[src/rtl/mem_pkg.sv]
// Shared types and the address-overlap rule for the store buffer.
// WORD_SPAN is the widest access in bytes; overlap is tested in modular 32-bit arithmetic.
package mem_pkg;

    localparam int WORD_SPAN = 4;

    typedef struct packed {
        logic [31:0] addr;
        logic [31:0] data;
        logic        is_byte;
    } sb_entry_t;

    // Conservative: any two accesses whose start bytes are within a word of each other,
    // wrapping across the top of the address space.
    function automatic logic overlap(input logic [31:0] a, input logic [31:0] b);
        logic [31:0] d_ab;
        logic [31:0] d_ba;
        d_ab = a - b;
        d_ba = b - a;
        return (d_ab < 32'(WORD_SPAN)) || (d_ba < 32'(WORD_SPAN));
    endfunction

endpackage

[src/rtl/sb_overlap_check.sv]
// Parallel compare of a load address against every live entry plus the store being accepted.
// Purely combinational; one hit bit out.
module sb_overlap_check
    import mem_pkg::*;
#(
    parameter int DEPTH = 4
) (
    input  logic [31:0]      ent_addr_i [DEPTH],
    input  logic [DEPTH-1:0] ent_vld_i,
    input  logic             st_take_i,
    input  logic [31:0]      st_addr_i,
    input  logic [31:0]      ld_addr_i,
    output logic             hit_o
);

    always_comb begin
        hit_o = st_take_i && overlap(st_addr_i, ld_addr_i);
        for (int i = 0; i < DEPTH; i++) begin
            if (ent_vld_i[i] && overlap(ent_addr_i[i], ld_addr_i)) begin
                hit_o = 1'b1;
            end
        end
    end

endmodule

[src/rtl/store_buffer.sv]
// Posted-write buffer: queues CPU stores and drains one per cycle when loads leave the port free.
// Loads win the port combinationally; an overlapping load stalls until the older store drains.
module store_buffer
    import mem_pkg::*;
#(
    parameter int DEPTH         = 4,
    parameter int ADDRESS_WIDTH = 32,
    parameter int DATA_WIDTH    = 32
) (
    input  logic                     clk,
    input  logic                     rst,
    input  logic                     st_valid,
    output logic                     st_ready,
    input  logic [ADDRESS_WIDTH-1:0] st_addr,
    input  logic [DATA_WIDTH-1:0]    st_data,
    input  logic                     st_byte,
    input  logic                     ld_valid,
    input  logic [ADDRESS_WIDTH-1:0] ld_addr,
    input  logic                     ld_byte,
    output logic [DATA_WIDTH-1:0]    ld_data,
    output logic                     ld_stall,
    output logic [ADDRESS_WIDTH-1:0] mem_A,
    output logic [DATA_WIDTH-1:0]    mem_WD,
    output logic                     mem_WE,
    output logic                     mem_ADTP,
    input  logic [DATA_WIDTH-1:0]    mem_RD,
    output logic                     empty,
    output logic [$clog2(DEPTH):0]   count
);

    localparam int PW = $clog2(DEPTH);
    localparam int CW = PW + 1;

    sb_entry_t        fifo_q [DEPTH];
    logic [PW-1:0]    wr_ptr_q, wr_ptr_d;
    logic [PW-1:0]    rd_ptr_q, rd_ptr_d;
    logic [CW-1:0]    count_q, count_d;

    logic [31:0]      ent_addr [DEPTH];
    logic [DEPTH-1:0] ent_vld;
    logic [PW-1:0]    off;
    logic             push, pop, ld_go, hit;
    sb_entry_t        head;

    // An entry is live when its distance from the head is below the occupancy.
    always_comb begin
        off     = '0;
        ent_vld = '0;
        for (int i = 0; i < DEPTH; i++) begin
            ent_addr[i] = fifo_q[i].addr;
            off         = PW'(i) - rd_ptr_q;
            ent_vld[i]  = {1'b0, off} < count_q;
        end
    end

    assign st_ready = (count_q != CW'(DEPTH));
    assign push     = st_valid && st_ready;

    sb_overlap_check #(.DEPTH(DEPTH)) u_ovl (
        .ent_addr_i (ent_addr),
        .ent_vld_i  (ent_vld),
        .st_take_i  (push),
        .st_addr_i  (st_addr),
        .ld_addr_i  (ld_addr),
        .hit_o      (hit)
    );

    assign ld_stall = ld_valid && hit && !rst;
    assign ld_go    = ld_valid && !ld_stall && !rst;
    assign pop      = !ld_go && (count_q != '0);
    assign head     = fifo_q[rd_ptr_q];

    always_comb begin
        mem_A    = '0;
        mem_WD   = '0;
        mem_WE   = 1'b0;
        mem_ADTP = 1'b0;
        ld_data  = '0;
        if (ld_go) begin
            mem_A    = ld_addr;
            mem_ADTP = ld_byte;
            ld_data  = mem_RD;
        end else if (pop) begin
            mem_A    = head.addr;
            mem_WD   = head.data;
            mem_ADTP = head.is_byte;
            mem_WE   = 1'b1;
        end
    end

    always_comb begin
        wr_ptr_d = push ? wr_ptr_q + 1'b1 : wr_ptr_q;
        rd_ptr_d = pop  ? rd_ptr_q + 1'b1 : rd_ptr_q;
        count_d  = count_q;
        if (push && !pop) begin
            count_d = count_q + 1'b1;
        end else if (pop && !push) begin
            count_d = count_q - 1'b1;
        end
    end

    always_ff @(posedge clk or posedge rst) begin
        if (rst) begin
            wr_ptr_q <= '0;
            rd_ptr_q <= '0;
            count_q  <= '0;
        end else begin
            wr_ptr_q <= wr_ptr_d;
            rd_ptr_q <= rd_ptr_d;
            count_q  <= count_d;
        end
    end

    // Payload needs no reset: occupancy alone decides what is live.
    always_ff @(posedge clk) begin
        if (push) begin
            fifo_q[wr_ptr_q] <= '{addr: st_addr, data: st_data, is_byte: st_byte};
        end
    end

    assign empty = (count_q == '0);
    assign count = count_q;

endmodule
[config.mk]
export PLATFORM = sky130hd
export DESIGN_NAME = store_buffer
export DESIGN_NICKNAME = d
export VERILOG_FILES = /design/src/rtl/mem_pkg.sv /design/src/rtl/sb_overlap_check.sv /design/src/rtl/store_buffer.sv
export SDC_FILE = /design/constraint.sdc
export NUM_CORES = 1
export LEC_CHECK = 0
export CAP_MARGIN = 5
export CORE_MARGIN = 2
export CORE_UTILIZATION = 52
export DETAILED_ROUTE_END_ITERATION = 16
export PLACE_DENSITY = 0.75
export SLEW_MARGIN = 20
export SYNTH_ARGS = -nofsm -noshare
export SYNTH_HDL_FRONTEND = slang
export SYNTH_SLANG_ARGS = --single-unit
[constraint.sdc]
create_clock -name clk -period 6.2 [get_ports clk]
set_input_delay 1.24 -clock clk [delete_from_list [all_inputs] [get_ports clk]]
set_output_delay 1.24 -clock clk [all_outputs]
set_load 0.05 [all_outputs]
==> results of run 1 <==
## per-layer routing
metal	GRT overflow	track usage, %
met1	0	70.2
met2	9	90.1
met3	8	49.0
met4	23	67.3
met5	2	21.6
## logic make-up after synthesis
logic type	Yosys count	synth area share (%)
AO/OA/AOI/OAI	1132	24.4
AND/OR/NAND/NOR	978	16.4
buffers and inverters	436	5.82
adder cells (fa/ha/maj)	310	13.4
flip-flops	267	27.6
XOR/XNOR	172	5.21
multiplexers	126	7.19
## metrics by stage
step / setup WS (ns) / instances / setup TNS (ns)
after floorplan: -0.105 / 3421 / -3.30
after global placement: -1.75 / 5476 / -171.70
after CTS: -0.740 / 5604 / -64.53
after detailed placement: -1.92 / 5476 / -186.09
## what timing repair did
action,in CTS
endpoints found under the setup margin,103
pin swaps,78
resized for setup,471
cloned,7
endpoints found under the hold margin,0
buffers inserted,73
==> metrics.txt, run 1 <==
status aborted with a tool error; stage reached global routing; Stop Error [ERROR GRT-0116] Global routing finished with congestion. Check the congestion regions in the DRC Viewer.; flip-flop and latch count after synthesis 267; gr usage total between 60% and 70%; H-tree levels 1; proportion of register bits with asynchronous set or reset after synthesis roughly 2.6%; # clock sinks roughly 270; effective utilization at floorplan 52.5%; number of enable-type register cells in the synthesized netlist between 200 and 300; number of hold-repair buffers added at the cts stage 0; remaining global-route overflow between 40 and 50; dominant synthesized flop cell sky130_fd_sc_hd__edfxtp_1; clock root buffer master sky130_fd_sc_hd__clkbuf_16; pin count of the biggest net entering global routing 66; area fraction of the dominant cell type after synthesis between 20% and 30%; Gate Count Post-Synth 3,421; global-route wire length before repair 291,000 um; post-synthesis cell area ~29,000 um2; floorplan die width between 200 and 250 um; top area cells in the synthesized netlist sky130_fd_sc_hd__edfxtp_1 27%, sky130_fd_sc_hd__ha_1 13%, sky130_fd_sc_hd__a21oi_1 7.3%; I/O pins between 200 and 250; Chip Height roughly 240 um; net count of the mapped netlist about 3,900; post-synthesis cell type with the largest combined area sky130_fd_sc_hd__edfxtp_1; Final GP Congestion between 1 and 1.5; most repeated cell in the gate-level netlist after synthesis sky130_fd_sc_hd__a21oi_1; vias in the first global route 42,600; Mean Syn Cell Area around 8.5 um2; fraction of the yosys area taken by sequential cells between 20% and 30%; count of input and output buffers between 200 and 250; cts bufs inserted 26; number of buffers between clock root and the deepest sink 3; count of unique library cells instantiated by Yosys between 80 and 90; placement-stage cell area 42,800 um2; standard-cell rows 86; number of warnings reported in the yosys synthesis log 0; most frequent cells after synthesis 424 x sky130_fd_sc_hd__a21oi_1, 309 x sky130_fd_sc_hd__ha_1, 296 x sky130_fd_sc_hd__nand2_1; hpwl dp roughly 130,000 um
==> run 2: changes to the inputs <==
Settings changed: CORE_UTILIZATION 52 to 37, PLACE_DENSITY 0.75 to default, PLACE_DENSITY_LB_ADDON from default to 0.15.
Clock period 6.2 ns to 8.05 ns, I/O delays scaled along.
==> metrics.txt, run 2 <==
Chip Height 284 um (was 240 um); Avg WL per Cell around 28 um; slowest stage delay, CP about 0.58 ns; dominant synthesized flop cell sky130_fd_sc_hd__edfxtp_1 (unchanged); register clock-pin slew on the reported worst setup and hold paths ~0.06 ns; Final GP Congestion 1.12 (was 1.20); cell type group with the largest total delay on the critical path buffers and inverters; Final Cycle Share around 100%; internal power between 6000 and 7000 uW; capturing element type of the critical path output port; f_max around 120 MHz; top fanout value on the critical path 10; crit path max-delay cell type sky130_fd_sc_hd__o21ai_0; synthesis-to-layout area growth 48.2%; effective utilization at floorplan 37.4% (was 52.5%); CP arrival ~6.4 ns; areal power density over the cells around 260 nW/um2; top area cells in the synthesized netlist sky130_fd_sc_hd__edfxtp_1 27%, sky130_fd_sc_hd__ha_1 13%, sky130_fd_sc_hd__a21oi_1 7.3% (unchanged); final max-slew violation count 0; area fraction of the dominant cell type after synthesis 27.0% (unchanged); VDD IR max approximately 0.35 mV; flip-flop and latch count after synthesis 267 (unchanged); critical path cell sequence clkdlybuf4s50_1 -> buf_6 -> inv_1 -> buf_6 -> ha_4 -> nand2_1 -> o21ai_0 -> a221oi_2 -> or4_1 -> nand2_1 -> a21oi_1 -> o2111ai_1 -> nor4_1 -> buf_4 -> a311oi_2 -> nand4_4 -> nor2_4 -> buf_12 -> buf_12 -> mux2i_4 -> buf_12; Mean Syn Cell Area 8.46 um2 (unchanged); clock skew approximately 0.028 ns; logic gate share of total power 68.8%; post-route worst hold slack 0.635 ns; post-synthesis cell area 28,900 um2 (unchanged); gr usage total ~37%; Seq pwr share between 10% and 20%; maxcap violations 0; time the final worst path needs with I/O delays and setup ~8 ns; floorplan die area about 80,000 um2; proportion of power drawn by the clock network 12.4%; hpwl dp 128,000 um (was 127,000 um); placement-stage cell area 40,100 um2 (was 42,800 um2); Gate Count Post-Synth 3,421 (unchanged); switching share of power a little under half; vias in the first global route 32,400; cts bufs inserted 30 (was 26); standard-cell rows 102 (was 86); slew at the pin with the worst max-slew slack 1.12 ns; pin count of the biggest net entering global routing 66; most repeated cell in the gate-level netlist after synthesis sky130_fd_sc_hd__a21oi_1 (unchanged); global-route wire length before repair 220,000 um; number of enable-type register cells in the synthesized netlist 260 (unchanged); most frequent cells after synthesis 424 x sky130_fd_sc_hd__a21oi_1, 309 x sky130_fd_sc_hd__ha_1, 296 x sky130_fd_sc_hd__nand2_1 (unchanged); net count of the mapped netlist 3,865 (unchanged); final-stage net count slightly below 5,000; critical setup path kind input port to output port; count of input and output buffers 237 (unchanged); fraction of the yosys area taken by sequential cells 27.6% (unchanged); critical path data required time between 6 and 7 ns; number of endpoints failing setup at the final stage 0; number of buffers between clock root and the deepest sink 3 (unchanged); I/O pins 238 (unchanged); post-synthesis cell type with the largest combined area sky130_fd_sc_hd__edfxtp_1 (unchanged); residual antenna-violating net count after detailed routing 0; final sum of negative setup slack 0 ns; sum of routed wire length over all layers roughly 150,000 um; Iteration-0 DRC Markers 3,213; number of warnings reported in the yosys synthesis log 0 (unchanged); final number of hold-violating endpoints 0; TritonCTS clock tree done; dominant cell type by count on the critical path sky130_fd_sc_hd__buf_12; floorplan die width 284 um (was 240 um); # clock sinks 267 (unchanged); H-tree levels 1 (unchanged); insertion delay to the later sink of the worst-skew pair roughly 0.62 ns; vias after detailed routing ~33,000; most common cell after layout, fill and taps aside sky130_fd_sc_hd__buf_4; number of antenna violations at the first check in global routing 9; clock root buffer master sky130_fd_sc_hd__clkbuf_16 (unchanged); CP startpoint kind input port; number of detailed-route iterations in the first pass 7; number of hold-repair buffers added at the cts stage 0 (unchanged); proportion of register bits with asynchronous set or reset after synthesis 2.62% (unchanged); worst min path class flip-flop to flip-flop; post-route design area about 43,000 um2; post-route DRC violation count 0; remaining global-route overflow 0; largest reg by FF count fifo_q; count of unique library cells instantiated by Yosys 86 (unchanged); Pleak 0.0180 uW; Psw ~5200 uW; commonest cells after routing, fill and taps aside 931 x sky130_fd_sc_hd__buf_4, 397 x sky130_fd_sc_hd__a21oi_1, 290 x sky130_fd_sc_hd__nand2_1; status finished clean (was aborted with a tool error); Largest register FFs between 200 and 300; number of filler cells placed in the layout slightly above 7,000; global routing met2 resource utilization around three fifths; Total Power Consumption 11,300 uW; Max transition margin between 20% and 30%; CP bufs+invs 8; most crowded layer after global routing met2; met3 routing resource usage after global routing around 7.0%; routing usage on met1 roughly 45%; fraction of layout cells with a size suffix above 1 roughly 32%; core box area 77,500 um2; via-per-instance ratio approximately 6
[run 2: cell counts after synthesis]
No cell type changed its count.
[run 2: what timing repair did]
item | in CTS | in global routing
endpoints found under the setup margin | 99 | 99
gates cloned | 2 | 1
buffers inserted | 17 | 8
pin swaps | 22 | 45
resized for setup | 165 | 201
[run 2: worst register-to-register path: cells and delay by family, from the launching register on]
family | cells | cell delay, ns
adder cells (fa/ha/maj) | 3 | 0.88
flip-flops | 1 | 0.83
multiplexers | 1 | 0.27
AND/OR/NAND/NOR | 6 | 1.35
buffers and inverters | 6 | 0.86
XOR/XNOR | 1 | 0.22
AO/OA/AOI/OAI | 5 | 1.02
[run 2: worst paths after layout]
kind                                              start                 endpoint  slack, ns  cells past startpoint
worst min register to register  wr_ptr_q[1]$_DFFE_PP0P_  wr_ptr_q[1]$_DFFE_PP0P_       0.63                      2
worst min-delay path            wr_ptr_q[1]$_DFFE_PP0P_  wr_ptr_q[1]$_DFFE_PP0P_       0.63                      2
max in group asynchronous                           rst  rd_ptr_q[0]$_DFFE_PP0P_       6.54                      2
min in group asynchronous                           rst  wr_ptr_q[1]$_DFFE_PP0P_       1.26                      2
worst max-delay path                         ld_addr[8]                 mem_A[4]       0.02                     21
worst max register to register  rd_ptr_q[1]$_DFFE_PP0P_     count[1]$_DFFE_PP0P_       2.50                     22
[run 2: cells by family (layout without fill, tap and decap cells)]
group / Yosys count / after routing / synth area share, %
buf+inv: 436 / 1505 / 5.82
simple gates: 978 / 978 / 16.4
fa+ha+maj: 310 / 310 / 13.4
flops: 267 / 267 / 27.6
xor+xnor: 172 / 172 / 5.21
other cells: 0 / 4 / 0
compound gates: 1132 / 1132 / 24.4
mux: 126 / 126 / 7.19
[run 2: layout make-up]
| class | instances | area [um2] | share of cell area (%) |
|---|---|---|---|
| diodes | 4 | 10.0 | 0.0233 |
| clock buffers | 32 | 758 | 1.77 |
| clock inverters | 22 | 225 | 0.525 |
| inverters | 256 | 978 | 2.28 |
| multi-input cells | 2718 | 20800 | 48.5 |
| flip-flops and latches | 267 | 7990 | 18.6 |
| well taps | 1040 | 1300 | 3.03 |
| repair buffers | 1195 | 10800 | 25.2 |
[run 2: power by group through the flow]
stage               Clock (uW)  Combinational, uW  Sequential, uW
detailed placement           0               7220            2130
global placement             0               7240            2120
CTS                       1430               7520            2100
floorplan                    0               3720            1990
global route              1470               8130            2130
finish                    1400               7760            2110
[run 2: stage by stage]
stage,setup slack (ns),utilization (%),instances
after floorplan,0.527,-,3421
after global placement,-0.592,51.7,5449
after detailed placement,-0.606,51.7,5449
after CTS,-0.0252,54.3,5521
after global routing,-0.0247,55.3,5530
final,0.0235,55.4,5534
[run 2: layer usage]
layer,wire (um),vias to the layer above
li1,-,14900
met1,58600,15800
met2,69000,1663
met3,13000,493
met4,13300,4
met5,28,-
No activity file was read; power rests on OpenSTA's default activity.
==> run 3: changes to the inputs <==
Settings changed: PLACE_DENSITY_LB_ADDON 0.15 to default.
==> metrics.txt, run 3 (synthesized netlist as in run 2, its figures left out) <==
standard-cell rows 102 (unchanged); critical setup path kind input port to output port (unchanged); time the final worst path needs with I/O delays and setup 8.00 ns (was 8.03 ns); I/O pins 238 (unchanged); register clock-pin slew on the reported worst setup and hold paths 0.06 ns (about the same); final max-slew violation count 0 (unchanged); f_max 125 MHz (about the same); sum of routed wire length over all layers 156,000 um (was 154,000 um); final number of hold-violating endpoints 0 (unchanged); number of hold-repair buffers added at the cts stage 0 (unchanged); status finished clean (unchanged); Max transition margin 24.7% (was 25.5%); dominant cell type by count on the critical path sky130_fd_sc_hd__buf_4 (was sky130_fd_sc_hd__buf_12); maxcap violations 0 (unchanged); Placed Cells 5,476 (was 5,449); post-route DRC violation count 0 (unchanged); Final Cycle Share 99.4% (was 99.7%); remaining global-route overflow 0 (unchanged); number of detailed-route iterations in the first pass 6 (was 7); CP startpoint kind input port (unchanged); commonest cells after routing, fill and taps aside 970 x sky130_fd_sc_hd__buf_4, 379 x sky130_fd_sc_hd__a21oi_1, 286 x sky130_fd_sc_hd__nand2_1 (was 931 x sky130_fd_sc_hd__buf_4, 397 x sky130_fd_sc_hd__a21oi_1, 290 x sky130_fd_sc_hd__nand2_1); areal power density over the cells 267 nW/um2 (was 263 nW/um2); Chip Height 284 um (unchanged); final-stage net count 4,947 (was 4,912); count of input and output buffers 237 (unchanged); critical path data required time 6.44 ns (about the same); vias in the first global route 32,000 (was 32,400); number of buffers between clock root and the deepest sink 3 (unchanged); Iteration-0 DRC Markers 3,046 (was 3,213); # clock sinks 267 (unchanged); placement-stage cell area 40,200 um2 (was 40,100 um2); H-tree levels 1 (unchanged); pin count of the biggest net entering global routing 66 (unchanged); capturing element type of the critical path output port (unchanged); floorplan die width 284 um (unchanged); TritonCTS clock tree done (unchanged); top fanout value on the critical path 7 (was 10); number of antenna violations at the first check in global routing 5 (was 9); Final GP Congestion 1.06 (was 1.12); post-route design area 42,800 um2 (was 42,900 um2); clock root buffer master sky130_fd_sc_hd__clkbuf_16 (unchanged); gr usage total 37.3% (was 37.0%); Pleak 0.0182 uW (was 0.0180 uW); Avg WL per Cell 27.9 um (was 27.8 um); hpwl dp 131,000 um (was 128,000 um); final sum of negative setup slack 0 ns (unchanged); critical path cell sequence clkdlybuf4s50_1 -> inv_2 -> ha_1 -> buf_4 -> buf_4 -> a21oi_2 -> o21ai_2 -> buf_4 -> a211oi_1 -> o2111ai_1 -> nor4_1 -> nand3_1 -> nor4_2 -> buf_4 -> nand4_1 -> o2111a_1 -> nand4_4 -> nor2_4 -> buf_12 -> buf_16 -> mux2i_2 -> buf_4 -> buf_12 (was clkdlybuf4s50_1 -> buf_6 -> inv_1 -> buf_6 -> ha_4 -> nand2_1 -> o21ai_0 -> a221oi_2 -> or4_1 -> nand2_1 -> a21oi_1 -> o2111ai_1 -> nor4_1 -> buf_4 -> a311oi_2 -> nand4_4 -> nor2_4 -> buf_12 -> buf_12 -> mux2i_4 -> buf_12); Largest register FFs 260 (unchanged); global-route wire length before repair 221,000 um (was 220,000 um); clock skew 0.0364 ns (was 0.0275 ns); slowest stage delay, CP 0.51 ns (was 0.58 ns); cts bufs inserted 30 (unchanged); fraction of layout cells with a size suffix above 1 31.9% (was 32.1%); CP arrival 6.39 ns (was 6.42 ns); worst min path class flip-flop to flip-flop (unchanged); core box area 77,500 um2 (unchanged); most common cell after layout, fill and taps aside sky130_fd_sc_hd__buf_4 (unchanged); number of endpoints failing setup at the final stage 0 (unchanged); crit path max-delay cell type sky130_fd_sc_hd__clkdlybuf4s50_1 (was sky130_fd_sc_hd__o21ai_0); vias after detailed routing 32,600 (was 32,800); floorplan die area 80,500 um2 (unchanged); synthesis-to-layout area growth 47.9% (was 48.2%); insertion delay to the later sink of the worst-skew pair 0.62 ns (about the same); slew at the pin with the worst max-slew slack 1.13 ns (was 1.12 ns); largest reg by FF count fifo_q (unchanged); via-per-instance ratio 5.86 (was 5.93); effective utilization at floorplan 37.4% (unchanged); residual antenna-violating net count after detailed routing 0 (unchanged); number of non-filler instances in the completed layout 5,567 (was 5,534); VDD IR max 0.455 mV (was 0.354 mV)
## run 3: area by class of cell
type	instances	area, um2
timing repair buffer	1230	11100
multi-input combinational	2718	20400
clock inverter	19	209
antenna	1	2.50
sequential	267	7990
inverter	256	993
clock buffer	36	795
fill	7315	34700
tap	1040	1300
## run 3: routing by layer
metal / share of wire (%) / GRT usage, % / wire length [um] / vias to the layer above
met1: 40 / 46.5 / 61800 / 15700
met2: 45 / 59.5 / 69300 / 1616
met5: 0 / 0 / 0 / -
met4: 7.3 / 22.0 / 11400 / 0
met3: 8.4 / 7.74 / 13100 / 370
li1: - / - / - / 14900
## run 3: path summary, 6_finish.rpt
kind / slack (ns) / start / cells after the start / to
setup / recovery: 0.05 / ld_addr[19] / 23 / mem_A[4]
hold / removal: 0.64 / wr_ptr_q[1]$_DFFE_PP0P_ / 2 / wr_ptr_q[1]$_DFFE_PP0P_
setup reg to reg: 2.40 / rd_ptr_q[1]$_DFFE_PP0P_ / 22 / count[1]$_DFFE_PP0P_
hold reg to reg: 0.64 / wr_ptr_q[1]$_DFFE_PP0P_ / 2 / wr_ptr_q[1]$_DFFE_PP0P_
max in group asynchronous: 6.50 / rst / 2 / rd_ptr_q[0]$_DFFE_PP0P_
min in group asynchronous: 1.26 / rst / 2 / wr_ptr_q[0]$_DFFE_PP0P_
## run 3: worst max-delay path, delay by kind of cell
| family | cells | cell delay, ns |
|---|---|---|
| buf+inv | 10 | 1.90 |
| mux | 1 | 0.20 |
| fa+ha+maj | 1 | 0.33 |
| compound gates | 5 | 1.16 |
| simple gates | 6 | 1.13 |
## run 3: where the power goes
group | internal (uW) | switching, uW
Clock | 831 | 611
Combinational | 3400 | 4470
Sequential | 1850 | 258
## run 3: through the flow
step	utilization [%]	worst slack [ns]	power, uW	hold WS [ns]
floorplan	-	0.527	5720	0.580
finish	55.3	0.0461	11400	0.637
detailed placement	51.9	-0.317	9590	0.632
CTS	53.9	-0.0156	11200	0.644
global route	55.3	-0.0458	11900	0.659
global placement	51.9	-0.379	9610	0.620
## run 3: what timing repair did
item | CTS | global route
setup buffers | 10 | 23
gates cloned | 2 | 0
endpoints found under the hold margin | 0 | 0
resized for setup | 104 | 217
pin swaps | 8 | 49
setup endpoints to repair | 99 | 99
